## config.mk

```make
export PLATFORM = sky130hd
export DESIGN_NAME = tri_add_arbiter
export DESIGN_NICKNAME = d
export VERILOG_FILES = /design/src/rtl/tri_add_arbiter.sv
export SDC_FILE = /design/constraint.sdc
export NUM_CORES = 1
export LEC_CHECK = 0
export ABC_AREA = 1
export BUFFER_PORTS_ARGS = -buffer_cell sky130_fd_sc_hd__buf_2
export CAP_MARGIN = 0
export CORE_MARGIN = 3
export CORE_UTILIZATION = 35
export CTS_BUF_LIST = sky130_fd_sc_hd__clkbuf_8
export CTS_CLUSTER_DIAMETER = 30
export DETAILED_ROUTE_END_ITERATION = 10
export GPL_ROUTABILITY_DRIVEN = 0
export SLEW_MARGIN = 20
export SYNTH_ARGS = -nofsm -noshare
export SYNTH_HDL_FRONTEND = slang
export SYNTH_SLANG_ARGS = --single-unit
```

## constraint.sdc

```tcl
create_clock -name clk -period 7.7 [get_ports clk]
set_input_delay 0.77 -clock clk [delete_from_list [all_inputs] [get_ports clk]]
set_output_delay 0.77 -clock clk [all_outputs]
set_load 0.03 [all_outputs]
```

## src/rtl/tri_add_arbiter.sv

```systemverilog
// rtl/tri_add_arbiter.sv - round-robin arbiter sharing one three-operand 32-bit adder
// Define TRI_ADD_ARB_OVF_EN to add the registered rsp_ovf output.

module thirty_two_bit_adder (
  input  logic [31:0] a,
  input  logic [31:0] b,
  input  logic [31:0] c,
  input  logic        cin,
  output logic [31:0] s,
  output logic [1:0]  cout
);
  logic [33:0] total;

  assign total = {2'b00, a} + {2'b00, b} + {2'b00, c} + {33'd0, cin};
  assign s     = total[31:0];
  assign cout  = total[33:32];
endmodule

module tri_add_arbiter #(
  parameter  int NREQ       = 4,
  parameter  int ADD_CYCLES = 2,
  localparam int ID_W       = (NREQ > 1) ? $clog2(NREQ) : 1
) (
  input  logic                 clk,
  input  logic                 rst_n,
  input  logic [NREQ-1:0]      req_valid,
  output logic [NREQ-1:0]      req_ready,
  input  logic [32*NREQ-1:0]   req_a,
  input  logic [32*NREQ-1:0]   req_b,
  input  logic [32*NREQ-1:0]   req_c,
  input  logic [NREQ-1:0]      req_cin,
  output logic                 rsp_valid,
  input  logic                 rsp_ready,
  output logic [33:0]          rsp_sum,
  output logic [ID_W-1:0]      rsp_id,
  output logic                 busy
`ifdef TRI_ADD_ARB_OVF_EN
  ,
  output logic                 rsp_ovf
`endif
);
  localparam int CNT_W = (ADD_CYCLES > 1) ? $clog2(ADD_CYCLES) : 1;

  typedef enum logic [1:0] {IDLE, CALC, RESP} state_t;

  state_t            state, state_nxt;
  logic [ID_W-1:0]   ptr;
  logic [CNT_W-1:0]  cnt;
  logic [31:0]       op_a, op_b, op_c;
  logic              op_cin;
  logic [31:0]       add_s;
  logic [1:0]        add_cout;

  logic [2*NREQ-1:0] dbl;
  logic [NREQ-1:0]   rot;
  logic [ID_W-1:0]   off;
  logic [ID_W:0]     wsum;
  logic [ID_W-1:0]   win;
  logic              found;
  logic [31:0]       sel_a, sel_b, sel_c;
  logic              sel_cin;

  // Rotate req_valid so the pointer sits at bit 0, take the lowest set bit, rotate back.
  always_comb begin
    dbl  = {req_valid, req_valid};
    rot  = NREQ'(dbl >> ptr);
    found = |rot;
    off  = '0;
    for (int k = NREQ - 1; k >= 0; k--) begin
      if (rot[k]) off = ID_W'(k);
    end
    wsum = {1'b0, ptr} + {1'b0, off};
    if (wsum >= (ID_W+1)'(NREQ)) wsum = wsum - (ID_W+1)'(NREQ);
    win = wsum[ID_W-1:0];

    sel_a   = '0;
    sel_b   = '0;
    sel_c   = '0;
    sel_cin = 1'b0;
    for (int k = 0; k < NREQ; k++) begin
      if (ID_W'(k) == win) begin
        sel_a   = req_a[32*k +: 32];
        sel_b   = req_b[32*k +: 32];
        sel_c   = req_c[32*k +: 32];
        sel_cin = req_cin[k];
      end
    end
  end

  thirty_two_bit_adder u_adder (
    .a    (op_a),
    .b    (op_b),
    .c    (op_c),
    .cin  (op_cin),
    .s    (add_s),
    .cout (add_cout)
  );

  always_ff @(posedge clk or negedge rst_n) begin
    if (!rst_n) state <= IDLE;
    else        state <= state_nxt;
  end

  always_comb begin
    state_nxt = state;
    req_ready = '0;
    busy      = (state != IDLE);
    case (state)
      IDLE: begin
        if (found) begin
          req_ready[win] = rst_n;
          state_nxt      = CALC;
        end
      end
      CALC:    if (cnt == '0) state_nxt = RESP;
      RESP:    if (rsp_ready) state_nxt = IDLE;
      default: state_nxt = IDLE;
    endcase
  end

  always_ff @(posedge clk or negedge rst_n) begin
    if (!rst_n) begin
      ptr       <= '0;
      cnt       <= '0;
      op_a      <= '0;
      op_b      <= '0;
      op_c      <= '0;
      op_cin    <= 1'b0;
      rsp_valid <= 1'b0;
      rsp_sum   <= '0;
      rsp_id    <= '0;
`ifdef TRI_ADD_ARB_OVF_EN
      rsp_ovf   <= 1'b0;
`endif
    end else begin
      case (state)
        IDLE: begin
          if (found) begin
            op_a   <= sel_a;
            op_b   <= sel_b;
            op_c   <= sel_c;
            op_cin <= sel_cin;
            rsp_id <= win;
            cnt    <= CNT_W'(ADD_CYCLES - 1);
          end
        end
        CALC: begin
          if (cnt == '0) begin
            rsp_sum   <= {add_cout, add_s};
            rsp_valid <= 1'b1;
`ifdef TRI_ADD_ARB_OVF_EN
            rsp_ovf   <= |add_cout;
`endif
          end else begin
            cnt <= cnt - CNT_W'(1);
          end
        end
        RESP: begin
          if (rsp_ready) begin
            rsp_valid <= 1'b0;
            ptr       <= (rsp_id == ID_W'(NREQ - 1)) ? '0 : rsp_id + ID_W'(1);
          end
        end
        default: ;
      endcase
    end
  end
endmodule

```

== Word-level counts from Yosys, hierarchy flattened ==
Index checks and enable logic that the tools add are counted.

* Order comparisons: 3
* Eq/ne operators: 9
* Add/sub/neg operators: 7
* Muxes and demuxes: 36
* Reductions and logical operators: 13
* Bitwise logic cells: 2
* Shift operators: 1

{| class="wikitable"
|+ Operators by type and width
! operator !! number
|-
| $mux W32 || 12
|-
| $add A34 B1 Y34 || 1
|-
| $add A34 B32 Y34 || 1
|-
| $add A32 B32 Y33 || 1
|-
| $mux W2 || 9
|-
| $mux W1 || 9
|-
| $mux W4 || 2
|-
| $reduce_and A2 Y1 || 4
|-
| $shr A8 B2 Y4 || 1
|-
| $ne A2 B2 Y1 const B || 3
|-
| $pmux W2 S3 || 1
|-
| $reduce_and A3 Y1 || 2
|-
| $reduce_bool A2 Y1 || 3
|-
| $and A4 B4 Y4 || 1
|-
| $eq A2 B2 Y1 const A || 2
|-
| $eq A2 B2 Y1 const B || 2
|-
| $logic_not A2 Y1 || 2
|-
| $pmux W1 S2 || 2
|-
| $reduce_or A4 Y1 || 1
|-
| $add A2 B2 Y3 || 1
|-
| $ge A3 B3 Y1 const B || 1
|-
| $lt A2 B3 Y1 const B || 1
|-
| $add A2 B1 Y2 const B || 1
|-
| $demux W1 S2 || 1
|-
| 7 further kinds || 7
|}

* Register bits after elaboration: 139
* Logic and storage cells: 81
* Output and inout bits: 42
* Input port bits: 395

== Longest topological paths before layout ==
* Depth after elaboration: 15
* Depth in mapped cells: 24
* Depth with buffers taken out: 24

== By module ==
From an unflattened synthesis, not the netlist that was laid out.

* Cell total of the unflattened synthesis: 2258
* Area total of the unflattened synthesis: 13994.7 um2

{| class="wikitable"
|+ Modules (own cells, without submodules)
! module !! sequential area each (um2) !! cells each !! area each (um2) !! instances
|-
| tri_add_arbiter || 3478.3 || 1288 || 9121.2 || 1
|-
| thirty_two_bit_adder || 0.0 || 970 || 4873.4 || 1
|}

== Least setup slack after synthesis ==
No wires, ideal clock.

* Path type: input-to-output
* From: in req_valid[3]
* To: out req_ready[1]
* Arrival: 2826 ps
* Slack: 4104 ps
* Cell stages on the path: 11
* Cells stage by stage: nand2_1 > nand3_1 > nand2_1 > nand3_1 > a21boi_0 > ha_1 > clkbuf_1 > inv_2 > clkbuf_1 > clkbuf_1 > nor3_1

* Word-level cells in the longest chain between the ends: 15
* Elaborated cells on any way between the ends: 18
* Those cells by class: add/sub: 2; order compare: 3; shift: 1; mux: 9; bitwise: 1; reduce/logical: 2

{| class="wikitable"
|+ RTL lines
! element !! line !! text
|-
| start: declaration || 26 || <nowiki>input logic [NREQ-1:0] req_valid,</nowiki>
|-
| $shr A8 B2 Y4 (*) || 66 || <nowiki>rot = NREQ'(dbl >> ptr);</nowiki>
|-
| $mux W2 (3 in a row) || 70 || <nowiki>if (rot[k]) off = ID_W'(k);</nowiki>
|-
| $mux W2 (*) || 70 ||
|-
| $add A2 B2 Y3 (*) || 72 || <nowiki>wsum = {1'b0, ptr} + {1'b0, off};</nowiki>
|-
| $ge A3 B3 Y1 or $sub A2 B1 Y2 (tied branches) || 73 || <nowiki>if (wsum >= (ID_W+1)'(NREQ)) wsum = wsum - (ID_W+1)'(NREQ);</nowiki>
|-
| $mux W2 (*) || 73 ||
|-
| via wsum[0] || 57 || <nowiki>logic [ID_W:0] wsum;</nowiki>
|-
| $lt A2 B3 Y1 (not written as such) or $ge A2 B1 Y1 (tied branches) || 111 || <nowiki>req_ready[win] = rst_n;</nowiki>
|-
| $logic_and A1 B1 Y1 (not written as such) || 111 ||
|-
| $mux W1 (not written as such) || 111 ||
|-
| $demux W1 S2 (*) || 111 ||
|-
| $and A4 B4 Y4 (no line) (*) || n/a ||
|-
| $mux W4 (*) || 110 || <nowiki>if (found) begin</nowiki>
|-
| $mux W4 (*) || 108 || <nowiki>case (state)</nowiki>
|-
| end: declaration || 27 || <nowiki>output logic [NREQ-1:0] req_ready,</nowiki>
|}

Mark *: on every way through the listed nets, which the timed path passes. The rest lies on a longest branch.

== Final worst setup path ==
* From: reg ptr[0]
* To: out req_ready[3]

* Word-level cells in the longest chain between the ends: 15
* Elaborated cells on any way between the ends: 18
* Those cells by class: add/sub: 2; order compare: 3; shift: 1; mux: 9; bitwise: 1; reduce/logical: 2

{| class="wikitable"
|+ RTL lines
! element !! line !! text
|-
| start: declaration || 47 || <nowiki>logic [ID_W-1:0] ptr;</nowiki>
|-
| start signal: assignment || 161 || <nowiki>ptr <= (rsp_id == ID_W'(NREQ - 1)) ? '0 : rsp_id + ID_W'(1);</nowiki>
|-
| $shr A8 B2 Y4 || 66 ||
|-
| $mux W2 (4 in a row) || 70 ||
|-
| $add A2 B2 Y3 || 72 ||
|-
| $ge A3 B3 Y1 or $sub A2 B1 Y2 (tied branches) || 73 ||
|-
| $mux W2 || 73 ||
|-
| $lt A2 B3 Y1 (not written as such) or $ge A2 B1 Y1 (tied branches) || 111 ||
|-
| $logic_and A1 B1 Y1 (not written as such) || 111 ||
|-
| $mux W1 (not written as such) || 111 ||
|-
| $demux W1 S2 || 111 ||
|-
| $and A4 B4 Y4 (no line) || n/a ||
|-
| $mux W4 (*) || 110 ||
|-
| $mux W4 (*) || 108 ||
|}

Every way passes the cells marked *; elsewhere a longest branch is shown, timed or not.

==> flow_summary.toml <==
[layout]
syn_to_final_growth_pct = 20.6
fin_nets = 2856
fillers = 3905
multi_input_area_um2 = 8400
drive_gt1_share_pct = 21.1
final-seq-area_um2 = 3480

[route]
antenna_left = 0
drtIter0Drc = 1675
wl_met1_um = 23900
drt_pass1_iterations = 6
route.met3.wl_um = 3300
highest_layer = "met5"
wl_met2_um = 25200
via_count = 15700
drc = 0
wl_per_cell_um = 18.7
vias_per_cell = 5.47
wl_um = 53700

[synthesis]
syn-instance-count = 2055
synth_area_leaders = "dfrtp_1 27%, nand2_1 13%, nand3_1 13%, nor2_1 10%, nand4_1 9.3%"
yosysSeqAreaShare_pct = 26.8
yosysUniqueCellTypes = 34
synth_enable_flop_cells = 0
ys_ff_latch = 139
synth_area_um2 = 13000
synth_area_leader_cell = "dfrtp_1"
yosysWarnings = 0
async_reset_ff_share_pct = 100
synth-main-ff-cell = "dfrtp_1"
synth.top_cell.area_share_pct = 26.8
synth_fp_nets = 2519
syn_avg_cell_area_um2 = 6.32

[outcome]
outcome = "finished clean"

[grt]
grt_pass1_wl_um = 82300
grt_usage_pct = 26.4
first_global_vias = 14700
grt_overflow = 0
antenna_found_initial = 4
grt_max_degree = 125

[floorplan]
row_count = 69
fp.dieH_um = 199
placeableCoreArea_um2 = 36100
start_util_pct = 36.0
die-area_um2 = 39400
die_w_um = 199
ioPinCount = 437

[timing]
final_max_slew_viol_count = 0
finalSetupTns_ns = 0
finalSetupViolations = 0
hold_viol_final = 0
relSlewSlack_pct = 24.8
period_needed_ns = 5.17
final.setup.worst_slack_ns = 2.53
max_freq_ghz = 0.193
period_share_pct = 67.2
rsz0062_at_grt = "no"
tightestPinTransition_ns = 1.13
clock_skew_ns = 0.0176

[critical_path]
worst_path_max_delay_cell = "nand2_8"
cpMostUsedCell = "nand2_1"
critPathArrivalTime_ns = 4.40
cp_max_fo = 87
crit_buf_inv = 2
crit_required_ns = 6.93
path_delay_family = "simple AND/OR/NAND/NOR gates"
start_kind = "flop"
crit_type = "reg -> out"
path_cells = "inv_2 > nand2_1 > nand3_1 > nand2_1 > nand3_1 > a21boi_0 > ha_4 > xnor2_1 > nand3_4 > nand2_8 > nand2_1 > nor2_1 > buf_2"
worstSetupEndpointType = "output pin"
slowest_delay_ns = 0.79

[place]
pre_cts_slack_ns = 2.87
hpwl_um = 42700
portBuffers = 436

[cts]
ctsHtreeMaxLevel = 4
clkLatencyLatePin_ns = 0.48
cts_buffers = 17
cts_resized = 0
cts_hold_buffers = 0
clock-sinks = 139
cts_tree = "built"
cts_root_buf = "clkbuf_8"
path_clk_slew_ns = 0.08
post-cts-setup-buffer-count = 0
cts_buffer_depth = 2

[flow_run]
drv_cap = 0

[hold_path]
min_path_type = "in -> async"
[final cells by class]
cell class	instances	area share, %
Tap cell	461	3.68
Multi-Input combinational cell	1654	53.6
Timing Repair Buffer	449	14.8
Inverter	131	3.20
Clock inverter	12	0.711
Sequential cell	139	22.2
Clock buffer	20	1.76
Antenna cell	1	0.0160
[state kept, by name (all words and copies together) (netlist names)]
signal and flops:
op_b 32, rsp_valid 1, state 2, rsp_id 2, op_a 32, ptr 2
rsp_sum 34, cnt 1, op_cin 1, op_c 32
[through the flow]
stage	cell area [um^2]	utilization, %	hold slack [ns]	instances
2_1_floorplan	13000	-	0.455	2055
3_3_place_gp	15200	42.2	0.453	2833
3_5_place_dp	15200	42.2	0.458	2833
4_1_cts	15600	43.3	0.366	2865
5_1_grt	15700	43.4	0.388	2867
6_report	15700	43.4	0.341	2867
[final timing paths]
kind / to / start / cells past startpoint / slack [ns]
max reg2reg: op_a[19] / ptr[0] / 15 / 3.02
min reg2reg: rsp_sum[0] / rsp_sum[0] / 2 / 0.47
min: rsp_valid / rst_n / 1 / 0.34
min in group clk: rsp_sum[0] / rsp_sum[0] / 2 / 0.47
max: req_ready[3] / ptr[0] / 13 / 2.53
max in group asynchronous: op_b[23] / rst_n / 2 / 6.03
[worst register-to-register path, cell delays in order (launching register included)]
cell      delay [ns]
dfrtp_1         0.54
inv_2           0.09
nand2_1         0.09
nand3_1         0.07
nand2_1         0.10
nand3_1         0.07
a21boi_0        0.28
ha_4            0.18
xnor2_1         0.18
nand3_4         0.76
nand2_8         0.82
buf_4           0.86
nand3_1         0.27
nand3_1         0.15
nor2_1          0.06
nor2_1          0.09
[synth_stat cells (2+ instances only)]
cell and instances:
fa_1 3, o21ai_0 59, dfrtp_1 139, o31ai_1 2, nand4_1 192, o21a_1 3
nand3_1 332, buf_2 41, nor2_1 350, or2_2 15, xnor2_1 15, a21oi_1 81
xor2_1 23, buf_1 9, nand3b_1 14, o21bai_1 11, a21o_1 7, a21boi_0 7
buf_6 8, buf_4 15, clkbuf_1 58, inv_1 126, a31oi_1 2, ha_1 66
nand2_1 453, inv_2 5, nor3_1 9, o21ai_2 2, nor4_1 3
[cells in the final DEF (no fill, tap or decap), drive strengths merged, types with 7 or more instances in the layout]
cell / instances
ha: 66
xor2: 23
a21oi: 81
xnor2: 15
or2: 15
o21bai: 11
nand2: 455
nor3: 9
nand3b: 14
buf: 449
clkbuf: 20
dfrtp: 139
a21boi: 7
a21o: 7
o21ai: 61
nand4: 192
nand3: 333
nor2: 350
inv: 134
[per-layer routing]
layer	GRT usage, %	vias to the layer above
met3	3.52	99
li1	-	7642
met1	37.1	7285
met2	43.3	658
met5	0	-
met4	6.32	4
[cell families (layout without fill, tap and decap cells)]
family,Yosys count,in the layout,share of synthesized area (%)
AND/OR/NAND/NOR,1372,1372,47.5
buffers and inverters,262,612,8.86
AO/OA/AOI/OAI,175,175,7.42
flip-flops,139,139,26.8
adder cells (fa/ha/maj),69,69,6.82
XOR/XNOR,38,38,2.56
other,0,1,0
Power is left out: the tool's default activity adds up to more than one toggle a clock period on the data nets, which glitch-free logic cannot reach.
